[config.mk]
export PLATFORM = sky130hd
export DESIGN_NAME = sat_addsub_pipe
export DESIGN_NICKNAME = d
export VERILOG_FILES = /design/src/rtl/sat_alu_pkg.sv /design/src/rtl/sat_addsub_pipe_cla_slice.sv /design/src/rtl/sat_addsub_pipe.sv
export SDC_FILE = /design/constraint.sdc
export NUM_CORES = 1
export LEC_CHECK = 0
export ABC_CLOCK_PERIOD_IN_PS = 4600
export BUFFER_PORTS_ARGS = -buffer_cell sky130_fd_sc_hd__buf_2
export CAP_MARGIN = 40
export CORE_MARGIN = 2
export CORE_UTILIZATION = 40
export DETAILED_ROUTE_END_ITERATION = 10
export GPL_TIMING_DRIVEN = 1
export PLACE_DENSITY_LB_ADDON = 0.12
export SLEW_MARGIN = 10
export SYNTH_ARGS = -nofsm -noshare
export SYNTH_HDL_FRONTEND = slang
export SYNTH_SLANG_ARGS = --single-unit
[constraint.sdc]
create_clock -name clk -period 4.6 [get_ports clk]
set_input_delay 0.46 -clock clk [delete_from_list [all_inputs] [get_ports clk]]
set_output_delay 0.46 -clock clk [all_outputs]
set_load 0.01 [all_outputs]
[src/rtl/sat_alu_pkg.sv]
// Shared mode encodings and saturation-constant helpers for the saturating add/sub datapath.
package sat_alu_pkg;

    localparam logic [1:0] MODE_FULL_WRAP = 2'b00;
    localparam logic [1:0] MODE_FULL_SAT  = 2'b01;
    localparam logic [1:0] MODE_PACK_SAT  = 2'b10;
    localparam logic [1:0] MODE_PACK_WRAP = 2'b11;

    function automatic logic mode_is_packed(input logic [1:0] m);
        return (m == MODE_PACK_SAT) || (m == MODE_PACK_WRAP);
    endfunction

    function automatic logic mode_is_sat(input logic [1:0] m);
        return (m == MODE_FULL_SAT) || (m == MODE_PACK_SAT);
    endfunction

    // Largest positive two's-complement value of width w (0111..1), zero-extended to 64 bits.
    function automatic logic [63:0] sat_pos(input int unsigned w);
        return (64'd1 << (w - 1)) - 64'd1;
    endfunction

    // Most negative two's-complement value of width w (1000..0), zero-extended to 64 bits.
    function automatic logic [63:0] sat_neg(input int unsigned w);
        return 64'd1 << (w - 1);
    endfunction

endpackage

[src/rtl/sat_addsub_pipe_cla_slice.sv]
// Combinational LANE_W-bit carry-lookahead adder slice with carry-out and carry-into-MSB.
module cla_slice #(
    parameter int unsigned W = 4
) (
    input  logic [W-1:0] a_i,
    input  logic [W-1:0] b_i,
    input  logic         c_i,
    output logic [W-1:0] sum_o,
    output logic         c_o,
    output logic         c_msb_o
);

    logic [W-1:0] g;
    logic [W-1:0] p;
    logic [W:0]   c;

    assign g = a_i & b_i;
    assign p = a_i ^ b_i;

    // Each carry is the flat lookahead term: g[i] | p[i]g[i-1] | ... | p[i..0]c_i.
    always_comb begin : lookahead
        logic acc;
        logic pp;
        c    = '0;
        c[0] = c_i;
        acc  = 1'b0;
        pp   = 1'b0;
        for (int unsigned i = 0; i < W; i++) begin
            acc = g[i];
            pp  = p[i];
            for (int unsigned j = 0; j < i; j++) begin
                acc = acc | (pp & g[i-1-j]);
                pp  = pp & p[i-1-j];
            end
            acc    = acc | (pp & c_i);
            c[i+1] = acc;
        end
    end

    assign sum_o   = p ^ c[W-1:0];
    assign c_o     = c[W];
    assign c_msb_o = c[W-1];

endmodule

[src/rtl/sat_addsub_pipe.sv]
// Two-stage saturating/wrapping add-subtract pipeline, full-word or packed-lane, with valid/ready.
module sat_addsub_pipe
    import sat_alu_pkg::*;
#(
    parameter  int unsigned WIDTH  = 16,
    parameter  int unsigned LANE_W = 4,
    localparam int unsigned NL     = WIDTH / LANE_W
) (
    input  logic             clk,
    input  logic             rst_n,
    input  logic             in_valid,
    output logic             in_ready,
    input  logic [WIDTH-1:0] a,
    input  logic [WIDTH-1:0] b,
    input  logic             cin,
    input  logic             sub,
    input  logic [1:0]       mode,
    output logic             out_valid,
    input  logic             out_ready,
    output logic [WIDTH-1:0] result,
    output logic [NL-1:0]    lane_ovf,
    output logic             ovf,
    output logic             zero,
    output logic             neg
);

    if ((WIDTH % LANE_W) != 0) begin : g_bad_multiple
        $error("sat_addsub_pipe: WIDTH must be a multiple of LANE_W");
    end
    if ((WIDTH < 4) || (WIDTH > 64)) begin : g_bad_width
        $error("sat_addsub_pipe: WIDTH must be within 4..64");
    end
    if ((LANE_W != 4) && (LANE_W != 8) && (LANE_W != 16)) begin : g_bad_lane
        $error("sat_addsub_pipe: LANE_W must be 4, 8 or 16");
    end

    localparam logic [63:0] LANE_POS64 = sat_pos(LANE_W);
    localparam logic [63:0] LANE_NEG64 = sat_neg(LANE_W);
    localparam logic [63:0] WORD_POS64 = sat_pos(WIDTH);
    localparam logic [63:0] WORD_NEG64 = sat_neg(WIDTH);

    // ---------------- Stage 1 datapath ----------------
    logic             packed_in;
    logic [WIDTH-1:0] b_eff;
    logic [WIDTH-1:0] sum_raw;
    logic [NL-1:0]    ovf_raw;
    logic [NL-1:0]    s1_ovf_d;

    assign packed_in = mode_is_packed(mode);
    assign b_eff     = sub ? ~b : b;

    // Full modes chain slice carries; packed lanes each take sub as their carry-in.
    for (genvar k = 0; k < NL; k++) begin : g_lane
        logic cin_l;
        logic cout_l;
        logic cmsb_l;
        if (k == 0) begin : g_first
            assign cin_l = packed_in ? sub : (sub | cin);
        end else begin : g_chain
            assign cin_l = packed_in ? sub : g_lane[k-1].cout_l;
        end
        cla_slice #(.W(LANE_W)) u_slice (
            .a_i     (a[k*LANE_W +: LANE_W]),
            .b_i     (b_eff[k*LANE_W +: LANE_W]),
            .c_i     (cin_l),
            .sum_o   (sum_raw[k*LANE_W +: LANE_W]),
            .c_o     (cout_l),
            .c_msb_o (cmsb_l)
        );
        assign ovf_raw[k] = cmsb_l ^ cout_l;
    end

    // Only the top lane's overflow describes the word in full modes.
    always_comb begin
        s1_ovf_d = '0;
        if (packed_in) begin
            s1_ovf_d = ovf_raw;
        end else begin
            s1_ovf_d[NL-1] = ovf_raw[NL-1];
        end
    end

    // ---------------- Handshake ----------------
    logic s1_v_q;
    logic s2_v_q;
    logic s2_adv;

    assign s2_adv   = !s2_v_q || out_ready;
    assign in_ready = !s1_v_q || s2_adv;

    logic [WIDTH-1:0] s1_sum_q;
    logic [NL-1:0]    s1_ovf_q;
    logic             s1_sat_q;
    logic             s1_packed_q;

    // Stage 1 register: loads the raw sum and overflow bits on accept.
    always_ff @(posedge clk) begin
        if (!rst_n) begin
            s1_v_q      <= 1'b0;
            s1_sum_q    <= '0;
            s1_ovf_q    <= '0;
            s1_sat_q    <= 1'b0;
            s1_packed_q <= 1'b0;
        end else if (in_ready) begin
            s1_v_q <= in_valid;
            if (in_valid) begin
                s1_sum_q    <= sum_raw;
                s1_ovf_q    <= s1_ovf_d;
                s1_sat_q    <= mode_is_sat(mode);
                s1_packed_q <= packed_in;
            end
        end
    end

    // ---------------- Stage 2 datapath ----------------
    logic [WIDTH-1:0] s2_res_d;

    // Overflow flips the sign, so a raw MSB of 1 means the true value was positive.
    always_comb begin
        s2_res_d = s1_sum_q;
        if (s1_sat_q) begin
            if (s1_packed_q) begin
                for (int unsigned k = 0; k < NL; k++) begin
                    if (s1_ovf_q[k]) begin
                        s2_res_d[k*LANE_W +: LANE_W] = s1_sum_q[k*LANE_W + LANE_W - 1]
                            ? LANE_POS64[LANE_W-1:0] : LANE_NEG64[LANE_W-1:0];
                    end
                end
            end else if (s1_ovf_q[NL-1]) begin
                s2_res_d = s1_sum_q[WIDTH-1] ? WORD_POS64[WIDTH-1:0] : WORD_NEG64[WIDTH-1:0];
            end
        end
    end

    logic [WIDTH-1:0] result_q;
    logic [NL-1:0]    lane_ovf_q;
    logic             ovf_q;
    logic             zero_q;
    logic             neg_q;

    // Stage 2 register: holds the final result and flags until consumed.
    always_ff @(posedge clk) begin
        if (!rst_n) begin
            s2_v_q     <= 1'b0;
            result_q   <= '0;
            lane_ovf_q <= '0;
            ovf_q      <= 1'b0;
            zero_q     <= 1'b0;
            neg_q      <= 1'b0;
        end else if (s2_adv) begin
            s2_v_q <= s1_v_q;
            if (s1_v_q) begin
                result_q   <= s2_res_d;
                lane_ovf_q <= s1_ovf_q;
                ovf_q      <= |s1_ovf_q;
                zero_q     <= (s2_res_d == '0);
                neg_q      <= s2_res_d[WIDTH-1];
            end
        end
    end

    assign out_valid = s2_v_q;
    assign result    = result_q;
    assign lane_ovf  = lane_ovf_q;
    assign ovf       = ovf_q;
    assign zero      = zero_q;
    assign neg       = neg_q;

endmodule

==> flow_summary_export.csv <==
group,metric,value,unit
sta,max_freq,333.0,MHz
critical_path,critPathKind,"input pin to flip-flop",
clock_network,ctsHoldBuffers,0,
routing,antenna_violating_nets_post_route,0,
sta,setup_viol,0,
grt,first_global_vias,2496,
clock_network,tritoncts,"yes",
floorplanning,initial_utilization,0.4152,
routing,number_of_vias_per_cell_after_detailed_routing,5.104,
floorplanning,dieHeight,91.01,um
yosys,synth_edf_count,0,
grt,grt_start_max_net_pins,25,
routing,detail_route.iter0.violations,116,
sta,slew_violations,0,
grt,grt_util_all_layers,0.1731,
pwr,combPwrFrac,0.292,
clock_network,clockBufferDepth,2,
pwr,share_seq_of_total_power,0.428,
clock_network,tritoncts_buffers,5,
grt,antenna_found_initial,0,
critical_path,crit_path_max_fanout,20,
clock_network,ctsResizeCount,0,
yosys,async_flop_share,0,
cells_and_area,insertedDiodeCount,0,
grt,globalRoute.totalOverflow,0,
yosys,synth_top_cells_by_area,"sky130_fd_sc_hd__dfxtp_1, sky130_fd_sc_hd__ha_1, sky130_fd_sc_hd__nand2_1, sky130_fd_sc_hd__a21oi_1, sky130_fd_sc_hd__xor2_1",
critical_path,worstPathCellList,"buf_2 -> xor2_1 -> ha_1 -> a21o_2 -> a2111oi_4 -> a211o_2 -> a21oi_1 -> o31ai_1 -> fa_1 -> a211oi_1",
yosys,synthCells,385,
worst_hold_path,hold_path.startpoint,"in_valid",
critical_path,r2r_cell_count,6,
routing,vias,2741,
clock_network,htreeDepth,2,
placed_design,dp_cell_count,530,
flow_run,max_cap_viol_count,0,
yosys,per_instance_average_area_after_synthesis,7.865,um2
floorplanning,floorplan.core_area,0.007292,mm2
sta,timing.max_slew.rel_slack,0.5138,
cells_and_area,num-nets-final,500,
yosys,synthesis.yosys.warnings,0,
routing,routed_wirelength,7065,um
yosys,ys.flop_type,"sky130_fd_sc_hd__dfxtp_1",
placed_design,dp_hpwl,5539,um
yosys,post-synth-top-area-cell,"sky130_fd_sc_hd__dfxtp_1",
critical_path,worst_r2r_startpoint,"s1_ovf_q[3]$_SDFFE_PN0P_",
yosys,synth_nets,447,
yosys,syn-cell-area,0.003028,mm2
pwr,power_per_cell_area,309.0,mW/mm2
run_status,outcome,"finished, final reports clean",
sta,finalClockSkew,6.478,ps
floorplanning,num_io_pins,65,
critical_path,worst_setup_path_start_kind,"input pin",
critical_path,critPathArrivalTime,3230,ps
sta,fin_crit_sh,0.6528,
routing,initial_drt_pass_iterations,4,
pwr,power_frac_clock,0.281,
critical_path,critPathLaunch,"sub",
sta,period_needed,3003,ps
pwr,switching_share,0.3168,
cells_and_area,drive_above_1_share,0.1872,
clock_network,post-cts-setup-buffer-count,0,
pwr,max-vdd-ir-drop,0.1129,mV
sta,rsz0062_at_grt,"false",
yosys,synth_largest_type_area_fraction,0.3041,
yosys,ys_seq_elements,46,
clock_network,cts_root_buffer,"sky130_fd_sc_hd__clkbuf_8",
critical_path,critPathRequiredTime,4830,ps
floorplanning,floorplan.rows,31,
sta,timing.final.hold_violations,0,
routing,routed_wire_length_per_instance,13.16,um
floorplanning,floorplan.die_area,0.008282,mm2
cells_and_area,area.growth.synth_to_final,15.91,%
critical_path,critical-path-max-stage-delay,460,ps
routing,post-route-drc-count,0,
critical_path,critical-path-slowest-cell,"sky130_fd_sc_hd__fa_1",
clock_network,clk_transition_reported_paths,80,ps
sta,setup-tns-final,0,ps
cells_and_area,finalNonFillerCells,537,
placed_design,port_buffers,64,
floorplanning,dieWidth,91.01,um
yosys,number_of_unique_standard_cell_types_used_by_synthesis,56,
pwr,total_switching_power,343.5,uW
worst_hold_path,worst_hold_path_type,"input pin to flip-flop",
grt,grt_pass1_wl,11950,um
placed_design,gpl.final_weighted_congestion,0.8663,
pwr,internal-power,740.9,uW
sta,max_slew.worst_pin.slew,727.6,ps
clock_network,cts_num_sinks,46,
pwr,p_leak,1.512,nW
clock_network,worst_skew_pair.late_latency,300,ps
worst_hold_path,min_delay_path_depth,3,
yosys,yosysSeqAreaShare,0.3041,
critical_path,critPathCaptureType,"flip-flop",
-- critical path: cells and delay by family --
kind,cells,cell delay (ps)
buf+inv,1,400
fa+ha+maj,2,760
compound gates,6,1410
xor+xnor,1,200
-- path summary, 6_finish.rpt --
kind / end / slack (ps)
worst min register to register: lane_ovf[1]$_SDFFE_PN0P_ / 450
worst max-delay path: s1_sum_q[12]$_SDFFE_PN0P_ / 1600
worst max register to register: zero$_SDFFE_PN0P_ / 2780
worst min-delay path: s1_v_q$_SDFFE_PN0N_ / 400
-- cells by family (layout without fill, tap and decap cells) --
logic type	after synthesis	count (layout)	share of synthesized area
compound gates	112	112	0.2442
xor+xnor	23	23	0.06653
fa+ha+maj	22	22	0.1008
buf+inv	36	89	0.04958
flops	46	46	0.3041
mux	4	4	0.01405
simple gates	142	142	0.2207
-- stage by stage --
stage          power (mW)  cell area, um2  worst slack, ps  hold slack [ps]    util
6_report            1.084            3510             1597            400.0  0.4813
5_1_grt             1.154            3510             1381            427.8  0.4813
4_1_cts             1.092            3510             1564            397.9  0.4813
3_5_place_dp       0.7889            3397             1250            444.0  0.4659
3_3_place_gp       0.7851            3397             1289            437.4  0.4659
2_1_floorplan      0.7035            3028             1255            427.2       -
-- area by class of cell --
type                            instances  area, um2
Clock buffer                            6      82.58
Clock inverter                          1      30.03
Fill cell                             788       3782
Inverter                               16      60.06
Multi-Input combinational cell        303       1957
Sequential cell                        46      920.9
Tap cell                               99      123.9
Timing Repair Buffer                   66      335.3
-- layout by cell type, fill, tap and decap left out, types with 6 or more instances in the layout --
master                     Yosys  layout
sky130_fd_sc_hd__buf_2         0      64
sky130_fd_sc_hd__nand2_1      58      58
sky130_fd_sc_hd__dfxtp_1      46      46
sky130_fd_sc_hd__a21oi_1      36      36
sky130_fd_sc_hd__nor2_1       30      30
sky130_fd_sc_hd__o21ai_0      20      20
sky130_fd_sc_hd__ha_1         18      18
sky130_fd_sc_hd__xor2_1       17      17
sky130_fd_sc_hd__inv_1        15      15
sky130_fd_sc_hd__nand3_1      14      14
sky130_fd_sc_hd__a211oi_1      9       9
sky130_fd_sc_hd__o211ai_1      8       8
sky130_fd_sc_hd__o31ai_1       6       6
sky130_fd_sc_hd__o21a_1        6       6
sky130_fd_sc_hd__nor4_1        6       6
sky130_fd_sc_hd__xnor2_1       6       6
sky130_fd_sc_hd__clkbuf_8      0       6
-- Yosys cell counts, types with 5 or more instances --
master                      n
sky130_fd_sc_hd__a211oi_1   9
sky130_fd_sc_hd__a21oi_1   36
sky130_fd_sc_hd__and2_1     5
sky130_fd_sc_hd__and3_1     5
sky130_fd_sc_hd__clkbuf_1  15
sky130_fd_sc_hd__dfxtp_1   46
sky130_fd_sc_hd__ha_1      18
sky130_fd_sc_hd__inv_1     15
sky130_fd_sc_hd__nand2_1   58
sky130_fd_sc_hd__nand3_1   14
sky130_fd_sc_hd__nor2_1    30
sky130_fd_sc_hd__nor3_1     5
sky130_fd_sc_hd__nor4_1     6
sky130_fd_sc_hd__o211ai_1   8
sky130_fd_sc_hd__o21a_1     6
sky130_fd_sc_hd__o21ai_0   20
sky130_fd_sc_hd__o31ai_1    6
sky130_fd_sc_hd__xnor2_1    6
sky130_fd_sc_hd__xor2_1    17
-- power groups by stage --
stage | Sequential [mW] | Clock (mW) | Combinational (mW)
finish | 0.464 | 0.304 | 0.316
global route | 0.469 | 0.328 | 0.357
CTS | 0.464 | 0.311 | 0.318
detailed placement | 0.474 | 0 | 0.315
global placement | 0.472 | 0 | 0.313
floorplan | 0.464 | 0 | 0.240
-- per-layer routing --
layer / share of wire / GRT usage
met5: 0 / 0
met4: 0.014 / 0.05429
met3: 0.039 / 0.02490
met2: 0.44 / 0.2710
met1: 0.51 / 0.2455
-- sequential cells by signal, indices dropped and copies added (netlist names) --
name         count
s1_sum_q        16
result          16
out_valid        1
s1_sat_q         1
s1_v_q           1
s1_ovf_q         4
s1_packed_q      1
ovf              1
zero             1
lane_ovf         4
No activity file was read; power rests on OpenSTA's default activity.
